[src/rtl/axi_pkg.sv]
// Shared AXI constants, bridge FSM states and elaboration-time helpers.
package axi_pkg;

  localparam logic [1:0] BURST_INCR  = 2'b01;

  localparam logic [1:0] RESP_OKAY   = 2'b00;
  localparam logic [1:0] RESP_EXOKAY = 2'b01;
  localparam logic [1:0] RESP_SLVERR = 2'b10;
  localparam logic [1:0] RESP_DECERR = 2'b11;

  typedef enum logic [2:0] {
    ST_IDLE,
    ST_W_ADDR,
    ST_W_DATA,
    ST_W_RESP,
    ST_R_ADDR,
    ST_R_DATA,
    ST_FINISH
  } state_e;

  // Ceiling log2, usable in parameter expressions
  function automatic int unsigned clog2(input int unsigned v);
    int unsigned r;
    r = 0;
    while ((64'(1) << r) < 64'(v)) r = r + 1;
    return r;
  endfunction

endpackage

[src/rtl/axi_beat_counter.sv]
// Beat counter shared by the write and read data phases; flags the final beat.
module axi_beat_counter #(
  parameter int unsigned LEN_W = 5
) (
  input  logic             clk,
  input  logic             rst,
  input  logic             i_clr,
  input  logic             i_inc,
  input  logic [LEN_W-1:0] i_len,
  output logic             o_last_c
);

  logic [LEN_W-1:0] r_count;

  // Count handshaken beats; cleared when a new command is accepted
  always_ff @(posedge clk) begin
    if (rst || i_clr) begin
      r_count <= '0;
    end else if (i_inc) begin
      r_count <= r_count + LEN_W'(1);
    end
  end

  assign o_last_c = (r_count == (i_len - LEN_W'(1)));

endmodule

[src/rtl/axi_burst_master.sv]
// Single-command AXI4 INCR burst master with streaming data and error reporting.
module axi_burst_master
  import axi_pkg::*;
#(
  parameter int unsigned ADDR_W    = 32,
  parameter int unsigned DATA_W    = 32,
  parameter int unsigned ID_W      = 4,
  parameter int unsigned AXI_ID    = 0,
  parameter int unsigned MAX_BURST = 16,
  parameter int unsigned STRB_W    = DATA_W / 8,
  parameter int unsigned LEN_W     = clog2(MAX_BURST + 1)
) (
  input  logic              clk,
  input  logic              rst,
  input  logic              cmd_valid,
  output logic              cmd_ready,
  input  logic              cmd_write,
  input  logic [ADDR_W-1:0] cmd_addr,
  input  logic [LEN_W-1:0]  cmd_len,
  input  logic              wr_valid,
  output logic              wr_ready,
  input  logic [DATA_W-1:0] wr_data,
  input  logic [STRB_W-1:0] wr_strb,
  output logic              rd_valid,
  input  logic              rd_ready,
  output logic [DATA_W-1:0] rd_data,
  output logic              rd_last,
  output logic              done,
  output logic              err,
  output logic              axi_stall,
  output logic [ID_W-1:0]   axi_awid,
  output logic [ADDR_W-1:0] axi_awaddr,
  output logic [7:0]        axi_awlen,
  output logic [2:0]        axi_awsize,
  output logic [1:0]        axi_awburst,
  output logic              axi_awvalid,
  input  logic              axi_awready,
  output logic [DATA_W-1:0] axi_wdata,
  output logic [STRB_W-1:0] axi_wstrb,
  output logic              axi_wlast,
  output logic              axi_wvalid,
  input  logic              axi_wready,
  input  logic [ID_W-1:0]   axi_bid,
  input  logic [1:0]        axi_bresp,
  input  logic              axi_bvalid,
  output logic              axi_bready,
  output logic [ID_W-1:0]   axi_arid,
  output logic [ADDR_W-1:0] axi_araddr,
  output logic [7:0]        axi_arlen,
  output logic [2:0]        axi_arsize,
  output logic [1:0]        axi_arburst,
  output logic              axi_arvalid,
  input  logic              axi_arready,
  input  logic [ID_W-1:0]   axi_rid,
  input  logic [DATA_W-1:0] axi_rdata,
  input  logic [1:0]        axi_rresp,
  input  logic              axi_rlast,
  input  logic              axi_rvalid,
  output logic              axi_rready
);

  localparam int unsigned SIZE  = clog2(STRB_W);
  localparam int unsigned BND_W = 15;

  state_e            r_state;
  logic [ADDR_W-1:0] r_addr;
  logic [LEN_W-1:0]  r_len;
  logic              r_awvalid;
  logic              r_arvalid;
  logic              r_bready;
  logic              r_done;
  logic              r_err;
  logic              r_stall;

  logic              w_cmd_hs;
  logic              w_illegal;
  logic [BND_W-1:0]  w_end;
  logic              w_in_wdata;
  logic              w_in_rdata;
  logic              w_whs;
  logic              w_rhs;
  logic              w_last;
  logic              w_bbad;
  logic              w_rbad;

  // Command legality: length range, beat alignment, 4 KB boundary
  assign w_end     = BND_W'(cmd_addr[11:0]) + (BND_W'(cmd_len) << SIZE);
  assign w_illegal = (cmd_len == '0) || (32'(cmd_len) > MAX_BURST) ||
                     ((cmd_addr & ADDR_W'(STRB_W - 1)) != '0) ||
                     (w_end > BND_W'(4096));

  // cmd_ready is held low during the done cycle so a new command lands after it
  assign cmd_ready  = (r_state == ST_IDLE) && !r_done;
  assign w_cmd_hs   = cmd_valid && cmd_ready;
  assign w_in_wdata = (r_state == ST_W_DATA);
  assign w_in_rdata = (r_state == ST_R_DATA);

  // Data-phase pass-through, gated so nothing leaks outside its phase
  assign axi_wvalid = w_in_wdata && wr_valid;
  assign wr_ready   = w_in_wdata && axi_wready;
  assign axi_wdata  = wr_data;
  assign axi_wstrb  = wr_strb;
  assign axi_wlast  = w_in_wdata && w_last;
  assign w_whs      = axi_wvalid && axi_wready;

  assign rd_valid   = w_in_rdata && axi_rvalid;
  assign axi_rready = w_in_rdata && rd_ready;
  assign rd_data    = axi_rdata;
  assign rd_last    = w_in_rdata && axi_rlast;
  assign w_rhs      = axi_rvalid && axi_rready;

  assign w_bbad = (axi_bresp != RESP_OKAY) || (axi_bid != ID_W'(AXI_ID));
  assign w_rbad = (axi_rresp != RESP_OKAY) || (axi_rid != ID_W'(AXI_ID)) ||
                  (axi_rlast != w_last);

  // Address channels are driven from the latched command
  assign axi_awid    = ID_W'(AXI_ID);
  assign axi_awaddr  = r_addr;
  assign axi_awlen   = 8'(r_len - LEN_W'(1));
  assign axi_awsize  = 3'(SIZE);
  assign axi_awburst = BURST_INCR;
  assign axi_awvalid = r_awvalid;
  assign axi_arid    = ID_W'(AXI_ID);
  assign axi_araddr  = r_addr;
  assign axi_arlen   = 8'(r_len - LEN_W'(1));
  assign axi_arsize  = 3'(SIZE);
  assign axi_arburst = BURST_INCR;
  assign axi_arvalid = r_arvalid;
  assign axi_bready  = r_bready;

  assign done      = r_done;
  assign err       = r_done && r_err;
  assign axi_stall = r_stall;

  axi_beat_counter #(.LEN_W(LEN_W)) u_beat_counter (
    .clk      (clk),
    .rst      (rst),
    .i_clr    (w_cmd_hs),
    .i_inc    (w_whs || w_rhs),
    .i_len    (r_len),
    .o_last_c (w_last)
  );

  // Burst sequencing FSM with registered handshake and status outputs
  always_ff @(posedge clk) begin
    if (rst) begin
      r_state   <= ST_IDLE;
      r_addr    <= '0;
      r_len     <= '0;
      r_awvalid <= 1'b0;
      r_arvalid <= 1'b0;
      r_bready  <= 1'b0;
      r_done    <= 1'b0;
      r_err     <= 1'b0;
      r_stall   <= 1'b0;
    end else begin
      case (r_state)
        ST_IDLE: begin
          if (r_done) begin
            r_done  <= 1'b0;
            r_stall <= 1'b0;
          end else if (w_cmd_hs) begin
            r_addr  <= cmd_addr;
            r_len   <= cmd_len;
            r_stall <= 1'b1;
            r_err   <= w_illegal;
            if (w_illegal) begin
              r_state <= ST_FINISH;
            end else if (cmd_write) begin
              r_state   <= ST_W_ADDR;
              r_awvalid <= 1'b1;
            end else begin
              r_state   <= ST_R_ADDR;
              r_arvalid <= 1'b1;
            end
          end
        end
        ST_W_ADDR: begin
          if (axi_awready) begin
            r_awvalid <= 1'b0;
            r_state   <= ST_W_DATA;
          end
        end
        ST_W_DATA: begin
          if (w_whs && w_last) begin
            r_bready <= 1'b1;
            r_state  <= ST_W_RESP;
          end
        end
        ST_W_RESP: begin
          if (axi_bvalid) begin
            r_bready <= 1'b0;
            r_err    <= r_err || w_bbad;
            r_state  <= ST_FINISH;
          end
        end
        ST_R_ADDR: begin
          if (axi_arready) begin
            r_arvalid <= 1'b0;
            r_state   <= ST_R_DATA;
          end
        end
        ST_R_DATA: begin
          if (w_rhs) begin
            if (w_rbad) r_err <= 1'b1;
            if (axi_rlast || w_last) r_state <= ST_FINISH;
          end
        end
        ST_FINISH: begin
          r_done  <= 1'b1;
          r_state <= ST_IDLE;
        end
        default: r_state <= ST_IDLE;
      endcase
    end
  end

endmodule

[config.mk]
export PLATFORM = sky130hd
export DESIGN_NAME = axi_burst_master
export DESIGN_NICKNAME = d
export VERILOG_FILES = /design/src/rtl/axi_pkg.sv /design/src/rtl/axi_beat_counter.sv /design/src/rtl/axi_burst_master.sv
export SDC_FILE = /design/constraint.sdc
export NUM_CORES = 1
export LEC_CHECK = 0
export CORE_AREA = 2 2 121 123
export CTS_BUF_LIST = sky130_fd_sc_hd__clkbuf_8
export CTS_CLUSTER_SIZE = 24
export DETAILED_ROUTE_END_ITERATION = 12
export DIE_AREA = 0 0 123 125
export GPL_TIMING_DRIVEN = 1
export PLACE_DENSITY = 0.76
export SKIP_CTS_REPAIR_TIMING = 1
export SLEW_MARGIN = 10
export SYNTH_ARGS = -nofsm -noshare
export SYNTH_HDL_FRONTEND = slang
export SYNTH_HIERARCHICAL = 1
export SYNTH_SLANG_ARGS = --single-unit
[constraint.sdc]
create_clock -name clk -period 2.25 [get_ports clk]
set_input_delay 0.3375 -clock clk [delete_from_list [all_inputs] [get_ports clk]]
set_output_delay 0.3375 -clock clk [all_outputs]
set_load 0.05 [all_outputs]
==> results.json, run 1 <==
{
  "root_cell_of_the_clock_tree": "sky130_fd_sc_hd__clkbuf_8",
  "yosysSeqAreaShare": 0.2786,
  "grt_start_max_net_pins": 43,
  "wl_um": 10050,
  "io-pin-count": 308,
  "fin_ws_ns": -0.2440,
  "timing.critical_path.slowest_stage_cell": "sky130_fd_sc_hd__dfxtp_4",
  "first_iter_violations": 161,
  "wp_data_arrival_ns": 2.70,
  "cts.reportedPaths.clkPinSlew_ns": 0.09,
  "fin_worst_hold_slack_ns": 0.3274,
  "finalHoldViolations": 0,
  "syn_inst": 472,
  "final_core_util": 0.3539,
  "clk_path_buf_depth": 2,
  "timing.critical_path.fanout_max": 3,
  "cts_made_buffers": 5,
  "global_route.usage.total": 0.1284,
  "combinational_family_with_the_most_area_after_synthesis": "buffers and inverters",
  "p_leak_nw": 1.975,
  "floorplan.die_area_sq_mm": 0.01538,
  "path_cells": "inv_2 -> ha_4 -> or3_1 -> a311oi_2 -> buf_4 -> inv_4 -> ha_4 -> nor4_2 -> a21oi_1 -> o21ai_1 -> a21oi_2 -> mux2i_1 -> o21ai_1",
  "grt_pass1_vias": 2914,
  "violations_in_the_final_reports": "setup timing",
  "initial_util": 0.2580,
  "synth_simple_gate_area_frac": 0.1984,
  "cts.sinks": 51,
  "slew-limit-headroom": 0.5722,
  "synth_compound_gate_area_share": 0.1352,
  "mappedNetlistArea_sq_mm": 0.003665,
  "hold_class": "primary input to flop",
  "xor_and_xnor_area_share_after_synthesis": 0.03346,
  "drc_errors": 0,
  "globalRoute.totalOverflow": 0,
  "port_buffers": 153,
  "synth.area.mux_share": 0.01127,
  "tritoncts": "done",
  "insertedDiodeCount": 0,
  "first_pass_grt_wire_length_um": 15390,
  "finalSetupTns_ns": -0.6125,
  "synth-adder-area-share": 0.03619,
  "type_of_element_launching_the_critical_path": "flop",
  "max_clock_freq_ghz": 0.4010,
  "synthToLayoutAreaGrowth_pct": 37.18,
  "post_synth_num_cell_types": 52,
  "finClkSkew_ns": 0.01127,
  "gp_congestion": 0.8159,
  "drv_slew": 0,
  "main_synth_ff_type": "sky130_fd_sc_hd__dfxtp_1",
  "insertion_delay_ns": 0.32,
  "layout_min_cycle_time_ns": 2.494,
  "htree_num_levels": 2,
  "min_period_over_period": 1.108,
  "die_w_um": 123,
  "max-vdd-ir-drop_uv": 567.5,
  "remaining_number_of_nets_flagged_by_the_antenna_check_after_routing": 0,
  "avgViaCountPerCell": 4.294,
  "hpwl_um": 7802,
  "synth.yosys.warnings": 6,
  "antenna_found_initial": 0,
  "post_drt_wl_per_cell_um": 13.96,
  "number_of_search_and_repair_iterations_in_the_first_detailed_routing_pass": 4,
  "timing.critical_path.required_ns": 2.46,
  "worst_pin_slew_ns": 0.6417,
  "num-fill-cells": 1460,
  "synth_edf_count": 0,
  "design.final.nets": 675,
  "drive_gt1_frac": 0.1828,
  "crit_path_end_kind": "flop",
  "criticalPathCategory": "flop to flop",
  "ys_async_sr_fraction": 0,
  "cellPowerDensity_mw_per_mm2": 1255,
  "vias": 3092,
  "status": "finished with violations",
  "critPathMaxStageDelay_ns": 0.35,
  "rsz0062_at_grt": "yes",
  "max-cap-violations": 0,
  "syn-mean-instance-area_sq_um": 7.764,
  "post_route_total_power_w": 0.006311,
  "yosys_register_bits": 51,
  "pre_cts_ws_ns": -0.5236,
  "cell_row_count": 44,
  "report.final.setup_viol": 4,
  "core_sq_mm": 0.01420,
  "chipHeight_um": 125
}
[worst paths after layout]
check,from,endpoint,slack [ns],depth (start not counted)
worst max-delay path,r_len[0],r_err,-0.24,13
worst min-delay path,cmd_addr[2],axi_araddr[2],0.33,3
worst max register to register,r_len[0],r_err,-0.24,13
worst min register to register,axi_araddr[30],axi_araddr[30],0.47,2
[metrics by stage]
stage	instance area, sq um	cells
after floorplan	3785	488
after global placement	4861	713
after detailed placement	4861	713
after CTS	4949	720
after global routing	5027	720
final	5027	720
[cell type report]
class                   instances  area, sq um  share of cell area
multi-input cells             277         1707              0.3395
clock buffers                   6        82.58             0.01643
well taps                     184        230.2             0.04579
flip-flops and latches         51         1027              0.2043
repair buffers                188         1924              0.3828
clock inverters                 1        5.005           0.0009955
inverters                      13        51.30             0.01020
[cell usage after synthesis (3+ instances only)]
| cell | number | share of area |
|---|---|---|
| sky130_fd_sc_hd__nor3b_1 | 3 | 0.0061 |
| sky130_fd_sc_hd__and3_1 | 6 | 0.010 |
| sky130_fd_sc_hd__mux2i_1 | 3 | 0.0082 |
| sky130_fd_sc_hd__nand2_1 | 83 | 0.085 |
| sky130_fd_sc_hd__xor2_1 | 8 | 0.019 |
| sky130_fd_sc_hd__ha_1 | 9 | 0.031 |
| sky130_fd_sc_hd__nor2b_1 | 8 | 0.014 |
| sky130_fd_sc_hd__nor2_1 | 18 | 0.018 |
| sky130_fd_sc_hd__buf_6 | 4 | 0.012 |
| sky130_fd_sc_hd__a21oi_1 | 52 | 0.071 |
| sky130_fd_sc_hd__nor4_1 | 4 | 0.0068 |
| sky130_fd_sc_hd__buf_4 | 128 | 0.26 |
| sky130_fd_sc_hd__o21ai_0 | 6 | 0.0082 |
| sky130_fd_sc_hd__nor3_1 | 14 | 0.019 |
| sky130_fd_sc_hd__dfxtp_1 | 51 | 0.28 |
| sky130_fd_sc_hd__clkbuf_1 | 10 | 0.010 |
| sky130_fd_sc_hd__buf_2 | 5 | 0.0068 |
| sky130_fd_sc_hd__inv_1 | 12 | 0.012 |
| sky130_fd_sc_hd__xnor2_1 | 6 | 0.014 |
[state kept, by name (all words and copies together) (netlist names)]
name	cells
done	1
u_beat_counter/r_count	5
axi_araddr	32
axi_bready	1
r_err	1
axi_stall	1
r_state	3
axi_arvalid	1
axi_awvalid	1
r_len	5
[logic make-up (layout without fill, tap and decap cells)]
logic type / count (synthesis) / in the layout
adders and majority gates: 10 / 10
AOI/OAI and AO/OA: 80 / 80
buffers and inverters: 160 / 208
other: 2 / 18
xor gates and xnor gates: 14 / 14
and+or+nand+nor: 151 / 151
muxes: 4 / 4
DFF: 51 / 51
[report_power, final]
| part | internal [W] | leakage, nW | switching (W) |
|---|---|---|---|
| registers | 0.00110 | 0.418 | 0.000179 |
| clock network | 0.000243 | 0.0470 | 0.000318 |
| logic | 0.00164 | 1.51 | 0.00283 |
[critical path: cells and delay by family, from the launching register on]
family          cells  cell delay [ns]
buf+inv             3             0.26
mux                 1             0.19
simple gates        2             0.38
compound gates      5             0.81
flops               1             0.35
fa+ha+maj           2             0.40
[cell usage in the layout, fill, tap and decap left out, types with 2 or more instances in the layout]
| cell type | netlist | layout |
|---|---|---|
| sky130_fd_sc_hd__o21ai_0 | 6 | 5 |
| sky130_fd_sc_hd__nor4_4 | 2 | 3 |
| sky130_fd_sc_hd__inv_1 | 12 | 8 |
| sky130_fd_sc_hd__o21ai_1 | 1 | 2 |
| sky130_fd_sc_hd__inv_2 | 1 | 4 |
| sky130_fd_sc_hd__nor3_1 | 14 | 12 |
| sky130_fd_sc_hd__mux2i_1 | 3 | 3 |
| sky130_fd_sc_hd__ha_4 | 0 | 2 |
| sky130_fd_sc_hd__xor2_1 | 8 | 7 |
| sky130_fd_sc_hd__o211ai_1 | 2 | 2 |
| sky130_fd_sc_hd__buf_4 | 128 | 42 |
| sky130_fd_sc_hd__conb_1 | 2 | 18 |
| sky130_fd_sc_hd__a41o_1 | 2 | 2 |
| sky130_fd_sc_hd__dfxtp_2 | 0 | 2 |
| sky130_fd_sc_hd__dfxtp_1 | 51 | 48 |
| sky130_fd_sc_hd__nor2_1 | 18 | 17 |
| sky130_fd_sc_hd__nor2b_1 | 8 | 8 |
| sky130_fd_sc_hd__dlymetal6s2s_1 | 0 | 5 |
| sky130_fd_sc_hd__nor4_1 | 4 | 3 |
| sky130_fd_sc_hd__a21oi_2 | 0 | 3 |
| sky130_fd_sc_hd__a21oi_1 | 52 | 49 |
| sky130_fd_sc_hd__ha_1 | 9 | 6 |
| sky130_fd_sc_hd__nand4_1 | 2 | 2 |
| sky130_fd_sc_hd__a211oi_1 | 2 | 2 |
| sky130_fd_sc_hd__nor3_2 | 0 | 2 |
| sky130_fd_sc_hd__buf_12 | 0 | 14 |
| sky130_fd_sc_hd__nand3_1 | 2 | 2 |
| sky130_fd_sc_hd__clkbuf_8 | 0 | 6 |
| sky130_fd_sc_hd__clkdlybuf4s50_1 | 0 | 126 |
| sky130_fd_sc_hd__and3_1 | 6 | 6 |
| sky130_fd_sc_hd__xnor2_1 | 6 | 5 |
| sky130_fd_sc_hd__nand2_1 | 83 | 82 |
| sky130_fd_sc_hd__nor3b_1 | 3 | 2 |
[metal layers]
| metal | track usage | share of wire |
|---|---|---|
| met1 | 0.1525 | 0.41 |
| met5 | 0 | 0 |
| met2 | 0.2060 | 0.48 |
| met3 | 0.04106 | 0.080 |
| met4 | 0.06484 | 0.030 |
No activity file was read; power rests on OpenSTA's default activity.
==> run 2, diff against run 1 <==
--- a/config.mk
+++ b/config.mk
@@ -5,11 +5,11 @@
 export SDC_FILE = /design/constraint.sdc
 export NUM_CORES = 1
 export LEC_CHECK = 0
-export CORE_AREA = 2 2 121 123
+export CORE_AREA = 2 2 119 121
 export CTS_BUF_LIST = sky130_fd_sc_hd__clkbuf_8
 export CTS_CLUSTER_SIZE = 24
 export DETAILED_ROUTE_END_ITERATION = 12
-export DIE_AREA = 0 0 123 125
+export DIE_AREA = 0 0 121 123
 export GPL_TIMING_DRIVEN = 1
 export PLACE_DENSITY = 0.76
 export SKIP_CTS_REPAIR_TIMING = 1
==> constraint.sdc (replaced) <==
create_clock -name clk -period 3.22 [get_ports clk]
set_input_delay 0.483 -clock clk [delete_from_list [all_inputs] [get_ports clk]]
set_output_delay 0.483 -clock clk [all_outputs]
set_load 0.05 [all_outputs]
==> results.json, run 2 (synthesized netlist as in run 1, its figures left out) <==
{
  "root_cell_of_the_clock_tree": "sky130_fd_sc_hd__clkbuf_8",
  "design.final.nets": 646,
  "rrSetupSlack_ns": 0.45,
  "place_area_sq_mm": 0.004466,
  "r2r-start": "r_len[0]",
  "rr_endpoint": "r_state[1]",
  "first_iter_violations": 158,
  "port_buffers": 153,
  "remaining_number_of_nets_flagged_by_the_antenna_check_after_routing": 0,
  "tritoncts": "done",
  "hold_class": "flop to flop",
  "global_route.usage.total": 0.1334,
  "design_area_sq_mm": 0.004564,
  "final_cell_mix": "151 x sky130_fd_sc_hd__clkdlybuf4s50_1, 82 x sky130_fd_sc_hd__nand2_1, 52 x sky130_fd_sc_hd__a21oi_1",
  "vias": 3026,
  "max_clock_freq_ghz": 0.3414,
  "num-fill-cells": 1412,
  "timing.critical_path.fanout_max": 6,
  "antenna_found_initial": 0,
  "clk_path_buf_depth": 2,
  "drc_errors": 0,
  "cts.reportedPaths.clkPinSlew_ns": 0.09,
  "grt_start_max_net_pins": 57,
  "cellPowerDensity_mw_per_mm2": 894.1,
  "finalSetupTns_ns": 0,
  "layout.cells.most_common": "sky130_fd_sc_hd__clkdlybuf4s50_1",
  "finalHoldViolations": 0,
  "min_period_over_period": 0.9097,
  "p_leak_nw": 1.681,
  "drv_slew": 0,
  "crit_path_end_kind": "output port",
  "largest_register_ff_count": 32,
  "timing.critical_path.required_ns": 2.74,
  "layout_min_cycle_time_ns": 2.929,
  "hold_path_depth": 2,
  "htree_num_levels": 2,
  "gp_congestion": 0.7222,
  "globalRoute.totalOverflow": 0,
  "avgViaCountPerCell": 4.405,
  "first_pass_grt_wire_length_um": 15240,
  "grt_pass1_vias": 2794,
  "area_taken_by_multi_input_logic_gates_sq_mm": 0.001600,
  "synthToLayoutAreaGrowth_pct": 24.55,
  "max-cap-violations": 0,
  "hp-start": "axi_araddr[1]",
  "io-pin-count": 308,
  "post_drt_wl_per_cell_um": 14.66,
  "drive_gt1_frac": 0.05325,
  "max-vdd-ir-drop_uv": 295.5,
  "report.final.setup_viol": 0,
  "wl_um": 10070,
  "slew-limit-headroom": 0.2338,
  "number_of_search_and_repair_iterations_in_the_first_detailed_routing_pass": 4,
  "cell_row_count": 43,
  "type_of_element_launching_the_critical_path": "flop",
  "hpwl_um": 7593,
  "wp_data_arrival_ns": 2.45,
  "status": "finished clean",
  "finClkSkew_ns": 0.006266,
  "fin_worst_hold_slack_ns": 0.4722,
  "insertion_delay_ns": 0.31,
  "initial_util": 0.2692,
  "criticalPathCategory": "flop to output port",
  "core_sq_mm": 0.01361,
  "min_delay_worst_endpoint": "axi_araddr[1]",
  "floorplan.die_area_sq_mm": 0.01488,
  "insertedDiodeCount": 0,
  "worstRegToRegCells": 11,
  "layout.area.seq_sq_mm": 0.001021,
  "worst_pin_slew_ns": 1.149,
  "die_w_um": 121,
  "cts_made_buffers": 5,
  "chipHeight_um": 123,
  "rsz0062_at_grt": "no",
  "cts.sinks": 51
}
==> run 2: changes by cell type in the layout (fill, tap and decap cells not counted), moves of 3 or more <==
cell	change
sky130_fd_sc_hd__buf_4	-36
sky130_fd_sc_hd__ha_1	+3
sky130_fd_sc_hd__inv_2	-3
sky130_fd_sc_hd__inv_1	+4
sky130_fd_sc_hd__dlymetal6s2s_1	-5
sky130_fd_sc_hd__a21oi_2	-3
sky130_fd_sc_hd__dfxtp_1	+3
sky130_fd_sc_hd__a21oi_1	+3
sky130_fd_sc_hd__clkdlybuf4s50_1	+25
sky130_fd_sc_hd__buf_12	-13
==> run 2: critical path: stages (launching register included) <==
cell and delay [ns]:
sky130_fd_sc_hd__dfxtp_1 0.44, sky130_fd_sc_hd__inv_1 0.07, sky130_fd_sc_hd__ha_1 0.21, sky130_fd_sc_hd__or3_1 0.38, sky130_fd_sc_hd__a311oi_2 0.40, sky130_fd_sc_hd__inv_1 0.12, sky130_fd_sc_hd__nor3_1 0.33, sky130_fd_sc_hd__buf_12 0.19
==> run 2: how the worst max path moves through the flow <==
stage / cells after the start / end / from
after floorplan: 6 / axi_wlast / r_len[0]
after global placement: 8 / r_state[2] / cmd_len[0]
after detailed placement: 8 / r_state[2] / cmd_len[0]
after CTS: 3 / axi_arlen[5] / r_len[0]
after global routing: 7 / axi_wlast / r_len[0]
final: 7 / axi_wlast / r_len[0]
==> run 2: per-stage QoR <==
step                power, W  setup slack, ns  std cells  utilization
finish              0.004081           0.2908        687       0.3353
global route        0.004326          0.09319        687       0.3353
CTS                 0.004131           0.1212        687       0.3345
detailed placement  0.003715           0.2506        680       0.3281
global placement    0.003687           0.2724        680       0.3281
floorplan           0.003296           0.2752        488            -
==> run 2: area by class of cell <==
class	count	area share
tap	180	0.04934
sequential	51	0.2237
timing repair buffer	159	0.3465
clock inverter	1	0.001096
clock buffer	6	0.01809
inverter	13	0.01069
multi-input combinational	277	0.3506
==> run 2: routing by layer <==
layer | vias to the layer above | GRT usage | wire, um
met5 | - | 0 | 0
met4 | 0 | 0.06105 | 291
met3 | 30 | 0.04151 | 702
met2 | 111 | 0.2138 | 4846
met1 | 1399 | 0.1640 | 4234
li1 | 1486 | - | -
==> run 2: power breakdown <==
part	switching, W	internal, W
Sequential	0.000120	0.000764
Combinational	0.00190	0.000906
Clock	0.000222	0.000170
Total	0.00224	0.00184
